<file path="src/rtl/dram_cmd_scheduler.sv">
// dram_cmd_scheduler
//   In-order DRAM command scheduler. Requests are buffered in a DEPTH-entry
//   FIFO and served one at a time through an ACT / CAS / PRE sequence with
//   TRCD, TCL+TBURST and TRP spacing.
//
//   Build option: define OPEN_PAGE_EN for open-page operation. In this mode
//   one open row is tracked per bank (16 banks, indexed by {bg,ba}). When the
//   macro is undefined, the block uses closed-page operation, where every
//   access ends with a PRE.
//
// Ports
//   clock, reset             sole clock; synchronous active-high reset
//   in_valid/in_command/     request input (0=read, 1=write, 2=ifetch,
//   in_address               others illegal), 36-bit byte address
//   in_done                  trace source exhausted (level)
//   full/empty/count         queue status (registered state only)
//   cmd_valid/dram_cmd       DRAM command (0=NOP 1=ACT 2=RD 3=WR 4=PRE)
//   dram_bg/ba/row/col       command address, held between commands
//   rsp_done                 one-cycle pulse per completed access
//   err_drop                 one-cycle pulse per illegal command discarded
//   drained                  in_done && empty && FSM idle
module dram_cmd_scheduler #(
  parameter int DEPTH  = 16,
  parameter int TRCD   = 24,
  parameter int TCL    = 24,
  parameter int TRP    = 24,
  parameter int TBURST = 4
) (
  input  logic                     clock,
  input  logic                     reset,
  input  logic                     in_valid,
  input  logic [31:0]              in_command,
  input  logic [35:0]              in_address,
  input  logic                     in_done,
  output logic                     full,
  output logic                     empty,
  output logic [$clog2(DEPTH):0]   count,
  output logic                     cmd_valid,
  output logic [2:0]               dram_cmd,
  output logic [1:0]               dram_bg,
  output logic [1:0]               dram_ba,
  output logic [14:0]              dram_row,
  output logic [9:0]               dram_col,
  output logic                     rsp_done,
  output logic                     err_drop,
  output logic                     drained
);

  localparam int AW = $clog2(DEPTH);
  localparam int CW = AW + 1;

  // Timer compare values: each wait state lasts (gap - 1) cycles because the
  // command state before it accounts for the first cycle of the gap.
  localparam logic [15:0] RCD_END  = 16'(TRCD - 2);
  localparam logic [15:0] DATA_END = 16'(TCL + TBURST - 2);
  localparam logic [15:0] RP_END   = 16'(TRP - 2);

  typedef enum logic [2:0] {
    ST_IDLE, ST_ACT, ST_WAIT_RCD, ST_CAS, ST_WAIT_DATA, ST_PRE, ST_WAIT_RP
  } state_t;

  state_t state, state_nx;
  logic [15:0] tmr;

  // ---------------- request queue ----------------
  // Entry layout: [29]=write, [28:27]=bg, [26:25]=ba, [24:10]=row, [9:0]=col
  logic [29:0]   mem [DEPTH];
  logic [AW-1:0] wr_ptr, rd_ptr;
  logic [CW-1:0] cnt;
  logic          enq, deq;
  logic [29:0]   head;
  logic          unused_addr;

  assign unused_addr = ^{in_address[35:33], in_address[3:0]};

  assign full  = (cnt == CW'(DEPTH));
  assign empty = (cnt == '0);
  assign count = cnt;

  assign enq  = in_valid && !full && (in_command <= 32'd2);
  assign deq  = (state == ST_CAS);
  assign head = mem[rd_ptr];

  always_ff @(posedge clock) begin
    if (enq)
      mem[wr_ptr] <= {(in_command == 32'd1), in_address[7:6], in_address[17:16],
                      in_address[32:18], in_address[15:8], in_address[5:4]};
  end

  always_ff @(posedge clock) begin
    if (reset) begin
      wr_ptr   <= '0;
      rd_ptr   <= '0;
      cnt      <= '0;
      err_drop <= 1'b0;
    end else begin
      if (enq) wr_ptr <= wr_ptr + 1'b1;
      if (deq) rd_ptr <= rd_ptr + 1'b1;
      if (enq && !deq)      cnt <= cnt + 1'b1;
      else if (!enq && deq) cnt <= cnt - 1'b1;
      err_drop <= in_valid && (in_command > 32'd2);
    end
  end

`ifdef OPEN_PAGE_EN
  // ---------------- open-row tracking ----------------
  logic [15:0] bank_open;
  logic [14:0] open_row [16];
  logic [3:0]  head_bank;
  logic        row_hit;

  assign head_bank = head[28:25];
  assign row_hit   = bank_open[head_bank] && (open_row[head_bank] == head[24:10]);

  always_ff @(posedge clock) begin
    if (reset) begin
      bank_open <= '0;
      for (int unsigned i = 0; i < 16; i++) open_row[i] <= '0;
    end else if (state == ST_ACT) begin
      bank_open[{dram_bg, dram_ba}] <= 1'b1;
      open_row[{dram_bg, dram_ba}]  <= dram_row;
    end else if (state == ST_PRE) begin
      bank_open[{dram_bg, dram_ba}] <= 1'b0;
    end
  end
`endif

  // ---------------- FSM: state register ----------------
  always_ff @(posedge clock) begin
    if (reset) begin
      state <= ST_IDLE;
      tmr   <= '0;
    end else begin
      state <= state_nx;
      tmr   <= (state_nx != state) ? '0 : tmr + 16'd1;
    end
  end

  // ---------------- FSM: next state ----------------
  always_comb begin
    state_nx = state;
    case (state)
      ST_IDLE: begin
        if (!empty) begin
`ifdef OPEN_PAGE_EN
          if (row_hit)                     state_nx = ST_CAS;
          else if (bank_open[head_bank])   state_nx = ST_PRE;
          else                             state_nx = ST_ACT;
`else
          state_nx = ST_ACT;
`endif
        end
      end
      ST_ACT:      state_nx = ST_WAIT_RCD;
      ST_WAIT_RCD: if (tmr == RCD_END) state_nx = ST_CAS;
      ST_CAS:      state_nx = ST_WAIT_DATA;
      ST_WAIT_DATA: begin
        if (tmr == DATA_END) begin
`ifdef OPEN_PAGE_EN
          state_nx = ST_IDLE;
`else
          state_nx = ST_PRE;
`endif
        end
      end
      ST_PRE:      state_nx = ST_WAIT_RP;
      ST_WAIT_RP: begin
        if (tmr == RP_END) begin
`ifdef OPEN_PAGE_EN
          state_nx = ST_ACT;
`else
          state_nx = ST_IDLE;
`endif
        end
      end
      default:     state_nx = ST_IDLE;
    endcase
  end

  // ---------------- FSM: outputs ----------------
  // The head entry is latched into the address registers when the FSM leaves
  // IDLE; the head cannot change before CAS, and after the CAS dequeue the
  // latched copy keeps the closing PRE aimed at the bank just accessed.
  logic cur_wr;

  always_ff @(posedge clock) begin
    if (reset) begin
      cur_wr   <= 1'b0;
      dram_bg  <= '0;
      dram_ba  <= '0;
      dram_row <= '0;
      dram_col <= '0;
      rsp_done <= 1'b0;
    end else begin
      if (state == ST_IDLE && state_nx != ST_IDLE) begin
        cur_wr   <= head[29];
        dram_bg  <= head[28:27];
        dram_ba  <= head[26:25];
        dram_row <= head[24:10];
        dram_col <= head[9:0];
      end
      rsp_done <= (state == ST_WAIT_DATA) && (state_nx != ST_WAIT_DATA);
    end
  end

  always_comb begin
    cmd_valid = 1'b0;
    dram_cmd  = 3'd0;
    case (state)
      ST_ACT: begin
        cmd_valid = 1'b1;
        dram_cmd  = 3'd1;
      end
      ST_CAS: begin
        cmd_valid = 1'b1;
        dram_cmd  = cur_wr ? 3'd3 : 3'd2;
      end
      ST_PRE: begin
        cmd_valid = 1'b1;
        dram_cmd  = 3'd4;
      end
      default: ;
    endcase
  end

  assign drained = in_done && empty && (state == ST_IDLE);

endmodule

</file>
<file path="config.mk">
export PLATFORM = sky130hd
export DESIGN_NAME = dram_cmd_scheduler
export DESIGN_NICKNAME = d
export VERILOG_FILES = /design/src/rtl/dram_cmd_scheduler.sv
export SDC_FILE = /design/constraint.sdc
export NUM_CORES = 1
export LEC_CHECK = 0
export ABC_AREA = 0
export CORE_MARGIN = 10
export CORE_UTILIZATION = 55
export CTS_BUF_LIST = sky130_fd_sc_hd__clkbuf_16
export DETAILED_ROUTE_END_ITERATION = 12
export PLACE_DENSITY = 0.74
export SLEW_MARGIN = 25
export SYNTH_ARGS = -nofsm -noshare
export SYNTH_HDL_FRONTEND = slang
export SYNTH_SLANG_ARGS = --single-unit
</file>
<file path="constraint.sdc">
create_clock -name clock -period 3.8 [get_ports clock]
set_input_delay 0.76 -clock clock [delete_from_list [all_inputs] [get_ports clock]]
set_output_delay 0.76 -clock clock [all_outputs]
set_load 0.03 [all_outputs]
</file>
==> impl_metrics.py, run 1 <==
metrics = {
    "run_status": {
        "status": "complete, no violations",
    },
    "synthesis": {
        "synth-seq-cells": 544,
        "synth_ff_type": "edfxtp_1",
        "syn_avg_cell_area_um2": 17.7,
        "synth_edf_count": 480,
        "async_flop_share_pct": 0,
        "synthCells": 1209,
        "syn_area_mm2": 0.0213,
        "ys_seq_area_share_pct": 73.5,
        "ys_warn_count": 0,
        "netlist-cell-type-count": 47,
        "synth_fp_nets": 1293,
    },
    "clock_tree": {
        "postCtsResizedCells": 0,
        "h-tree-depth": 2,
        "post_cts_buffers": 0,
        "clock_path_buffers": 3,
        "cts.clk_slew.worst_paths_ns": 0.07,
        "numCtsBuffers": 52,
        "hold_buffers": 0,
        "cts_root_buffer": "clkbuf_16",
        "clkSinkCount": 544,
        "clk_latency_ns": 0.58,
        "tritoncts": "yes",
    },
    "critical_path": {
        "critPathLaunchType": "flop",
        "crit_fanout": 5,
        "end_kind": "output pin",
        "cp_data_required_time_ns": 3.04,
        "reg2reg_slack_ns": 0.74,
        "critPathKind": "reg -> out",
        "critPathArrivalTime_ns": 2.65,
    },
    "place": {
        "io_buffers": 107,
        "dpl_cell_area_mm2": 0.0233,
        "gp_congestion": 0.777,
        "detailedPlacementHpwl_um": 28000,
    },
    "timing": {
        "fin_tns_setup_ns": 0,
        "max_freq_mhz": 293,
        "finalClockSkew_ns": 0.0145,
        "hold_viol_final": 0,
        "tightest_slew_ns": 0.842,
        "min_period_over_period_pct": 89.7,
        "rsz0062_at_grt": "no",
        "finalMaxSlewViolations": 0,
        "period_needed_ns": 3.41,
        "relSlewSlack_pct": 43.6,
        "setup_viol": 0,
    },
    "final_layout": {
        "layout.nets": 1438,
        "area_delta_synth_final_pct": 16.8,
        "diodes": 0,
        "final_cell_area_mm2": 0.0249,
        "drive_gt1_share_pct": 16.5,
    },
    "grt": {
        "grt_pass1_wl_um": 72100,
        "antenna_found_initial": 2,
        "first_global_vias": 11914,
        "grtUsageTotal_pct": 20.0,
        "grt_max_degree": 82,
        "grt-ovfl-total": 0,
    },
    "detailed_routing": {
        "avgRoutedWirePerCell_um": 24.8,
        "wirelength_um": 47500,
        "num_vias": 11665,
        "drc": 0,
        "final_antenna_net_count": 0,
        "vias_per_cell": 6.10,
        "first_pass_iters": 5,
        "dr.first_iter.drc_count": 1060,
    },
    "power_and_ir_drop": {
        "ir_worst_vdd_v": 0.000353,
        "p_total_mw": 11.5,
        "powerDensity_mw_per_mm2": 461,
        "power_leakage_nw": 7.94,
    },
    "floorplan": {
        "chipHeight_um": 217,
        "die_w_um": 217,
        "dieArea_mm2": 0.0471,
        "fp.coreArea_mm2": 0.0386,
        "start_util_pct": 55.4,
        "io_pins": 115,
        "rows": 72,
    },
    "flow_run": {
        "drv_cap": 0,
    },
    "hold_path": {
        "worstHoldPathType": "reg -> reg",
    },
}
## cell usage after synthesis (2+ instances only)
master,instances,share of area [%]
nand3_1,8,0.19
nor2b_1,93,2.7
buf_1,2,0.035
nor2_1,57,1.0
buf_4,16,0.56
a2111oi_0,60,2.5
o22ai_1,2,0.059
dfxtp_1,64,6.0
and3_1,19,0.56
a21o_1,2,0.070
a211o_1,30,1.2
edfxtp_1,480,68
nor4_1,13,0.38
xor2_1,7,0.29
and2_1,2,0.059
buf_6,4,0.21
a211oi_1,62,2.2
buf_2,33,0.77
mux2i_1,63,3.0
nor3_2,11,0.52
xnor2_1,13,0.53
nor4bb_1,3,0.14
mux4_2,58,6.1
nor3_1,13,0.30
mux2_2,8,0.42
nor4b_1,2,0.082
nand2_1,11,0.19
nand4_1,10,0.29
clkbuf_1,15,0.26
nand2b_1,3,0.088
ha_1,11,0.64
inv_1,12,0.21
a21oi_1,8,0.19
## layout by cell type, fill, tap and decap left out, types with 38 or more instances in the layout
cell	n
edfxtp_1	480
a2111oi_0	60
clkbuf_16	53
buf_4	38
clkdlybuf4s50_1	107
dfxtp_1	61
nor2_1	55
nor2b_1	92
mux4_2	58
a211oi_1	62
mux2i_1	63
## sequential cells by signal (all words and copies together), names as in the netlist
register	flops
mem	480
tmr	16
dram_row	15
dram_col	10
count	5
rd_ptr	4
wr_ptr	4
state	3
dram_ba	2
dram_bg	2
cur_wr	1
err_drop	1
rsp_done	1
## metrics by stage
stage	hold WS [ns]	setup slack, ns	instances	utilization (%)
final	0.464	0.390	1912	64.7
after global placement	0.453	-0.0773	1818	60.5
after detailed placement	0.453	-0.135	1818	60.5
after floorplan	0.436	0.269	1209	-
after global routing	0.497	0.290	1912	64.7
after CTS	0.470	0.364	1912	64.7
## where the power goes
group	internal, mW	switching [mW]	total [mW]
combinational	0.0698	0.0988	0.169
sequential	6.49	0.00458	6.50
clock	2.72	2.10	4.82
## layer usage
layer  vias to the layer above  part of all wire [%]  wire [um]  GRT usage [%]
li1                       5173                     -          -              -
met1                      5984                    42      19700           27.1
met2                       417                    49      23100           32.2
met3                        87                   7.3       3450           3.90
met4                         4                   2.5       1170           6.41
met5                         -                 0.046         22              0
## kinds of logic (layout without fill, tap and decap cells)
family | after synthesis | after routing | share of synthesized area [%]
compound gates | 173 | 173 | 6.61
xor+xnor | 20 | 20 | 0.821
fa+ha+maj | 12 | 12 | 0.739
buf+inv | 82 | 267 | 2.06
flops | 544 | 544 | 73.5
mux | 129 | 129 | 9.50
simple gates | 249 | 249 | 6.75
## cell type report
class	instances	area, um^2
sequential	544	15700
clock inverter	41	256
timing repair buffer	161	1680
fill	2709	13600
tap	518	648
clock buffer	53	1330
inverter	12	45.0
multi-input combinational	583	5270
## final timing paths
kind / startpoint / end / depth (start not counted)
setup / recovery: count[0] / full / 3
setup reg to reg: count[0] / count[4] / 10
hold reg to reg: dram_bg[1] / dram_bg[1] / 1
hold / removal: dram_bg[1] / dram_bg[1] / 1
## worst max-delay path: stages (launching register included)
cell	delay [ns]
dfxtp_1	0.38
or4_4	0.63
nor2_2	0.31
clkdlybuf4s50_1	0.75
No activity file was read; power rests on OpenSTA's default activity.
==> run 2: changes to the inputs <==
CAP_MARGIN = 20   (was unset)
CORE_UTILIZATION = 35   (was 55)
PLACE_DENSITY = unset   (was 0.74)
==> impl_metrics.py, run 2 (synthesis gave the netlist of run 1 again) <==
metrics = {
    "final_layout": {
        "multiInputGateArea_mm2": 0.00528,
        "top_register": "mem",
        "layout_commonest_cell": "edfxtp_1",
        "final_util_pct": 42.0,
        "layout.nets": 1440,
        "fillers": 5329,
        "largest_reg_flops": 480,
        "area_delta_synth_final_pct": 18.7,
        "final_cell_area_mm2": 0.0253,
        "seq_area_mm2": 0.0157,
        "drive_gt1_share_pct": 16.6,
        "layout_common_cells": "edfxtp_1 (480), clkdlybuf4s50_1 (107), nor2b_1 (92)",
        "reg_top3": "mem: 480 flops, tmr: 16 flops, dram_row: 15 flops",
        "instances_no_fill": 2184,
    },
    "flow_run": {
        "drv_cap": 0,
    },
    "clock_tree": {
        "postCtsResizedCells": 0,
        "h-tree-depth": 2,
        "tritoncts": "yes",
        "clock_path_buffers": 3,
        "clkSinkCount": 544,
        "numCtsBuffers": 53,
        "cts_root_buffer": "clkbuf_16",
        "post_cts_buffers": 0,
        "clk_latency_ns": 0.60,
        "cts.clk_slew.worst_paths_ns": 0.06,
        "hold_buffers": 0,
    },
    "timing": {
        "finalMaxSlewViolations": 0,
        "setup_viol": 0,
        "min_period_over_period_pct": 89.3,
        "tightest_slew_ns": 0.968,
        "relSlewSlack_pct": 35.2,
        "period_needed_ns": 3.39,
        "hold_viol_final": 0,
        "max_freq_mhz": 295,
        "setup_slack_ns": 0.408,
        "rsz0062_at_grt": "no",
        "finalClockSkew_ns": 0.0127,
    },
    "grt": {
        "grt_pass1_wl_um": 74600,
        "first_global_vias": 11618,
        "grt_max_degree": 75,
        "grtUsageTotal_pct": 13.9,
        "antenna_found_initial": 3,
        "grt-ovfl-total": 0,
    },
    "detailed_routing": {
        "dr.first_iter.drc_count": 945,
        "first_pass_iters": 5,
        "avgRoutedWirePerCell_um": 22.7,
        "drc": 0,
        "final_antenna_net_count": 0,
        "num_vias": 11444,
        "wirelength_um": 49600,
        "vias_per_cell": 5.24,
    },
    "place": {
        "dp_cells": 2083,
        "detailedPlacementHpwl_um": 28400,
        "dpl_cell_area_mm2": 0.0237,
        "post-place-ws_ns": -0.188,
        "io_buffers": 107,
        "gp_congestion": 0.717,
    },
    "floorplan": {
        "rows": 90,
        "die_w_um": 267,
        "fp.coreArea_mm2": 0.0604,
        "dieArea_mm2": 0.0713,
        "start_util_pct": 35.4,
        "chipHeight_um": 267,
        "io_pins": 115,
    },
    "critical_path": {
        "cp_data_required_time_ns": 3.04,
        "cpMaxStageDelayCell": "clkdlybuf4s50_1",
        "critPathArrivalTime_ns": 2.63,
        "path_cells": "or4_4 > nor2_2 > clkdlybuf4s50_1",
        "end_kind": "output pin",
        "crit_fanout": 5,
        "critPathLaunchType": "flop",
        "max_stage_delay_ns": 0.74,
        "ff2ff_path_depth": 10,
        "critPathKind": "reg -> out",
    },
    "power_and_ir_drop": {
        "powerDensity_mw_per_mm2": 461,
        "ir_worst_vdd_v": 0.000321,
        "power_leakage_nw": 7.96,
    },
    "hold_path": {
        "hold_depth": 1,
        "worstHoldPathType": "reg -> reg",
    },
    "run_status": {
        "status": "complete, no violations",
    },
}
[run 2: report_power, final]
part           internal, mW  total [mW]  switching (mW)
clock network          2.81        5.02            2.20
registers              6.49        6.50         0.00494
logic                0.0699       0.169          0.0986
total                  9.38        11.7            2.31
[run 2: layout make-up]
type	count	share of cell area [%]
Antenna cell	2	0.0198
Clock buffer	53	5.23
Clock inverter	46	1.31
Inverter	12	0.178
Multi-Input combinational cell	583	20.8
Sequential cell	544	62.0
Tap cell	782	3.86
Timing Repair Buffer	162	6.60
[run 2: layer usage]
| metal | wire (um) | part of all wire [%] | GRT usage [%] | vias up |
|---|---|---|---|---|
| met3 | 2680 | 5.4 | 2.88 | 71 |
| li1 | - | - | - | 5189 |
| met4 | 937 | 1.9 | 3.93 | 4 |
| met5 | 20 | 0.040 | 0 | - |
| met2 | 24700 | 50 | 23.2 | 254 |
| met1 | 21300 | 43 | 18.0 | 5926 |
[run 2: path summary, 6_finish.rpt]
| check | start | endpoint | slack [ns] |
|---|---|---|---|
| setup reg to reg | count[0] | count[4] | 0.80 |
| hold / removal | dram_row[3] | dram_row[3] | 0.47 |
| setup / recovery | count[0] | full | 0.41 |
| hold reg to reg | dram_row[3] | dram_row[3] | 0.47 |
[run 2: per-stage QoR]
stage | power (mW) | TNS [ns] | hold slack [ns]
2_1_floorplan | 6.65 | 0 | 0.436
3_3_place_gp | 6.79 | -0.117 | 0.448
3_5_place_dp | 6.79 | -0.188 | 0.453
4_1_cts | 11.8 | 0 | 0.469
5_1_grt | 12.1 | 0 | 0.496
6_report | 11.7 | 0 | 0.467
[run 2: critical path, delay by kind of cell, from the launching register on]
kind | cells | cell delay, ns
and+or+nand+nor | 2 | 0.92
buffers and inverters | 1 | 0.74
DFF | 1 | 0.37
==> run 3: changes to the inputs <==
CTS_BUF_LIST = sky130_fd_sc_hd__clkbuf_2 sky130_fd_sc_hd__clkbuf_4 sky130_fd_sc_hd__clkbuf_8   (was sky130_fd_sc_hd__clkbuf_16)
CTS_CLUSTER_DIAMETER = 150   (was unset)
==> impl_metrics.py, run 3 (synthesis gave the netlist of run 1 again) <==
metrics = {
    "final_layout": {
        "layout.nets": 1473,
        "reg_top3": "mem: 480 flops, tmr: 16 flops, dram_row: 15 flops",
        "multiInputGateArea_mm2": 0.00528,
        "layout_common_cells": "edfxtp_1 (480), clkdlybuf4s50_1 (107), clkbuf_8 (98)",
        "seq_area_mm2": 0.0157,
        "final_util_pct": 42.2,
        "largest_reg_flops": 480,
        "fillers": 5357,
        "final_cell_area_mm2": 0.0254,
        "area_delta_synth_final_pct": 19.2,
        "drive_gt1_share_pct": 20.8,
        "layout_commonest_cell": "edfxtp_1",
        "top_register": "mem",
    },
    "clock_tree": {
        "cts.clk_slew.worst_paths_ns": 0.06,
        "hold_buffers": 0,
        "post_cts_buffers": 0,
        "clk_latency_ns": 0.64,
        "clkSinkCount": 544,
        "tritoncts": "yes",
        "postCtsResizedCells": 0,
        "clock_path_buffers": 3,
        "numCtsBuffers": 86,
        "h-tree-depth": 3,
        "cts_root_buffer": "clkbuf_8",
    },
    "timing": {
        "finalClockSkew_ns": 0.0238,
        "max_freq_mhz": 295,
        "relSlewSlack_pct": 35.3,
        "min_period_over_period_pct": 89.4,
        "period_needed_ns": 3.40,
        "setup_viol": 0,
        "hold_viol_final": 0,
        "tightest_slew_ns": 0.966,
        "finalMaxSlewViolations": 0,
        "rsz0062_at_grt": "no",
    },
    "detailed_routing": {
        "num_vias": 11633,
        "wirelength_um": 49900,
        "final_antenna_net_count": 0,
        "drc": 0,
        "vias_per_cell": 5.19,
        "avgRoutedWirePerCell_um": 22.3,
        "first_pass_iters": 5,
        "dr.first_iter.drc_count": 875,
    },
    "grt": {
        "grt_pass1_wl_um": 75400,
        "grtUsageTotal_pct": 14.0,
        "grt-ovfl-total": 0,
        "antenna_found_initial": 4,
        "first_global_vias": 11966,
        "grt_max_degree": 75,
    },
    "place": {
        "gp_congestion": 0.717,
        "io_buffers": 107,
        "detailedPlacementHpwl_um": 28400,
        "dpl_cell_area_mm2": 0.0237,
    },
    "power_and_ir_drop": {
        "ir_worst_vdd_v": 0.000223,
        "p_clk_share_pct": 42.8,
        "p_sw_share_pct": 19.9,
        "combPwrFrac_pct": 1.4,
        "powerDensity_mw_per_mm2": 458,
        "p_total_mw": 11.7,
        "power.switching_mw": 2.32,
        "power_leakage_nw": 8.03,
        "p_seq_share_pct": 55.7,
        "p_int_mw": 9.34,
    },
    "hold_path": {
        "worstHoldPathType": "reg -> reg",
    },
    "critical_path": {
        "end_kind": "output pin",
        "path_cells": "or4_4 > nor2_2 > clkdlybuf4s50_1",
        "max_stage_delay_ns": 0.74,
        "critPathKind": "reg -> out",
        "critPathLaunchType": "flop",
        "critPathArrivalTime_ns": 2.64,
        "cp_top_family": "simple AND/OR/NAND/NOR gates",
        "cp_data_required_time_ns": 3.04,
        "crit_fanout": 5,
        "timing.critical_path.buf_inv": 1,
        "cpMaxStageDelayCell": "clkdlybuf4s50_1",
    },
    "floorplan": {
        "io_pins": 115,
        "start_util_pct": 35.4,
        "rows": 90,
        "die_w_um": 267,
        "fp.coreArea_mm2": 0.0604,
        "chipHeight_um": 267,
        "dieArea_mm2": 0.0713,
    },
    "flow_run": {
        "drv_cap": 0,
    },
    "run_status": {
        "status": "complete, no violations",
    },
}
run 3: cell types whose count changed in the layout (fill, tap and decap cells not counted), sizes merged:
| cell | previous run | this run |
|---|---|---|
| clkinv | 20 | 26 |
| clkbuf | 53 | 126 |
| bufinv | 4 | 2 |
| inv | 31 | 13 |
run 3: worst paths after layout:
kind	end	depth (start not counted)	startpoint	slack, ns
setup / recovery	full	3	count[0]	0.40
hold / removal	dram_row[3]	1	dram_row[3]	0.47
setup reg to reg	count[4]	10	count[0]	0.82
hold reg to reg	dram_row[3]	1	dram_row[3]	0.47
run 3: power groups by stage:
stage,Sequential [mW],Clock (mW),Combinational [mW]
6_report,6.50,4.99,0.168
5_1_grt,6.50,5.42,0.184
4_1_cts,6.50,5.13,0.170
3_5_place_dp,6.63,0,0.169
3_3_place_gp,6.62,0,0.162
2_1_floorplan,6.63,0,0.0265
run 3: per-stage QoR:
stage	TNS (ns)	worst slack [ns]	hold slack, ns	cells
final	0	0.404	0.467	2243
after global routing	0	0.265	0.494	2243
after CTS	0	0.326	0.469	2241
after detailed placement	-0.188	-0.188	0.453	2083
after global placement	-0.117	-0.117	0.448	2083
after floorplan	0	0.269	0.436	1209
run 3: final cells by class:
type | instances | area share (%)
well taps | 782 | 3.85
multi-input cells | 583 | 20.7
flip-flops and latches | 544 | 61.7
inverters | 12 | 0.177
clock buffers | 126 | 6.13
repair buffers | 162 | 6.57
diodes | 2 | 0.0197
clock inverters | 32 | 0.797
run 3: worst reg2reg max path, cell delays in order (launching register included):
cell,delay (ns)
dfxtp_1,0.37
or4_4,0.63
nor2_2,0.29
nor4b_4,0.09
ha_1,0.20
inv_1,0.13
ha_1,0.27
a21o_1,0.17
a21oi_1,0.18
mux2i_1,0.21
mux2_2,0.34
run 3: routing by layer:
metal  part of all wire (%)  track usage (%)
met1                     43             18.0
met5                  0.040                0
met2                     50             23.4
met3                    5.5             2.89
met4                    1.7             4.58
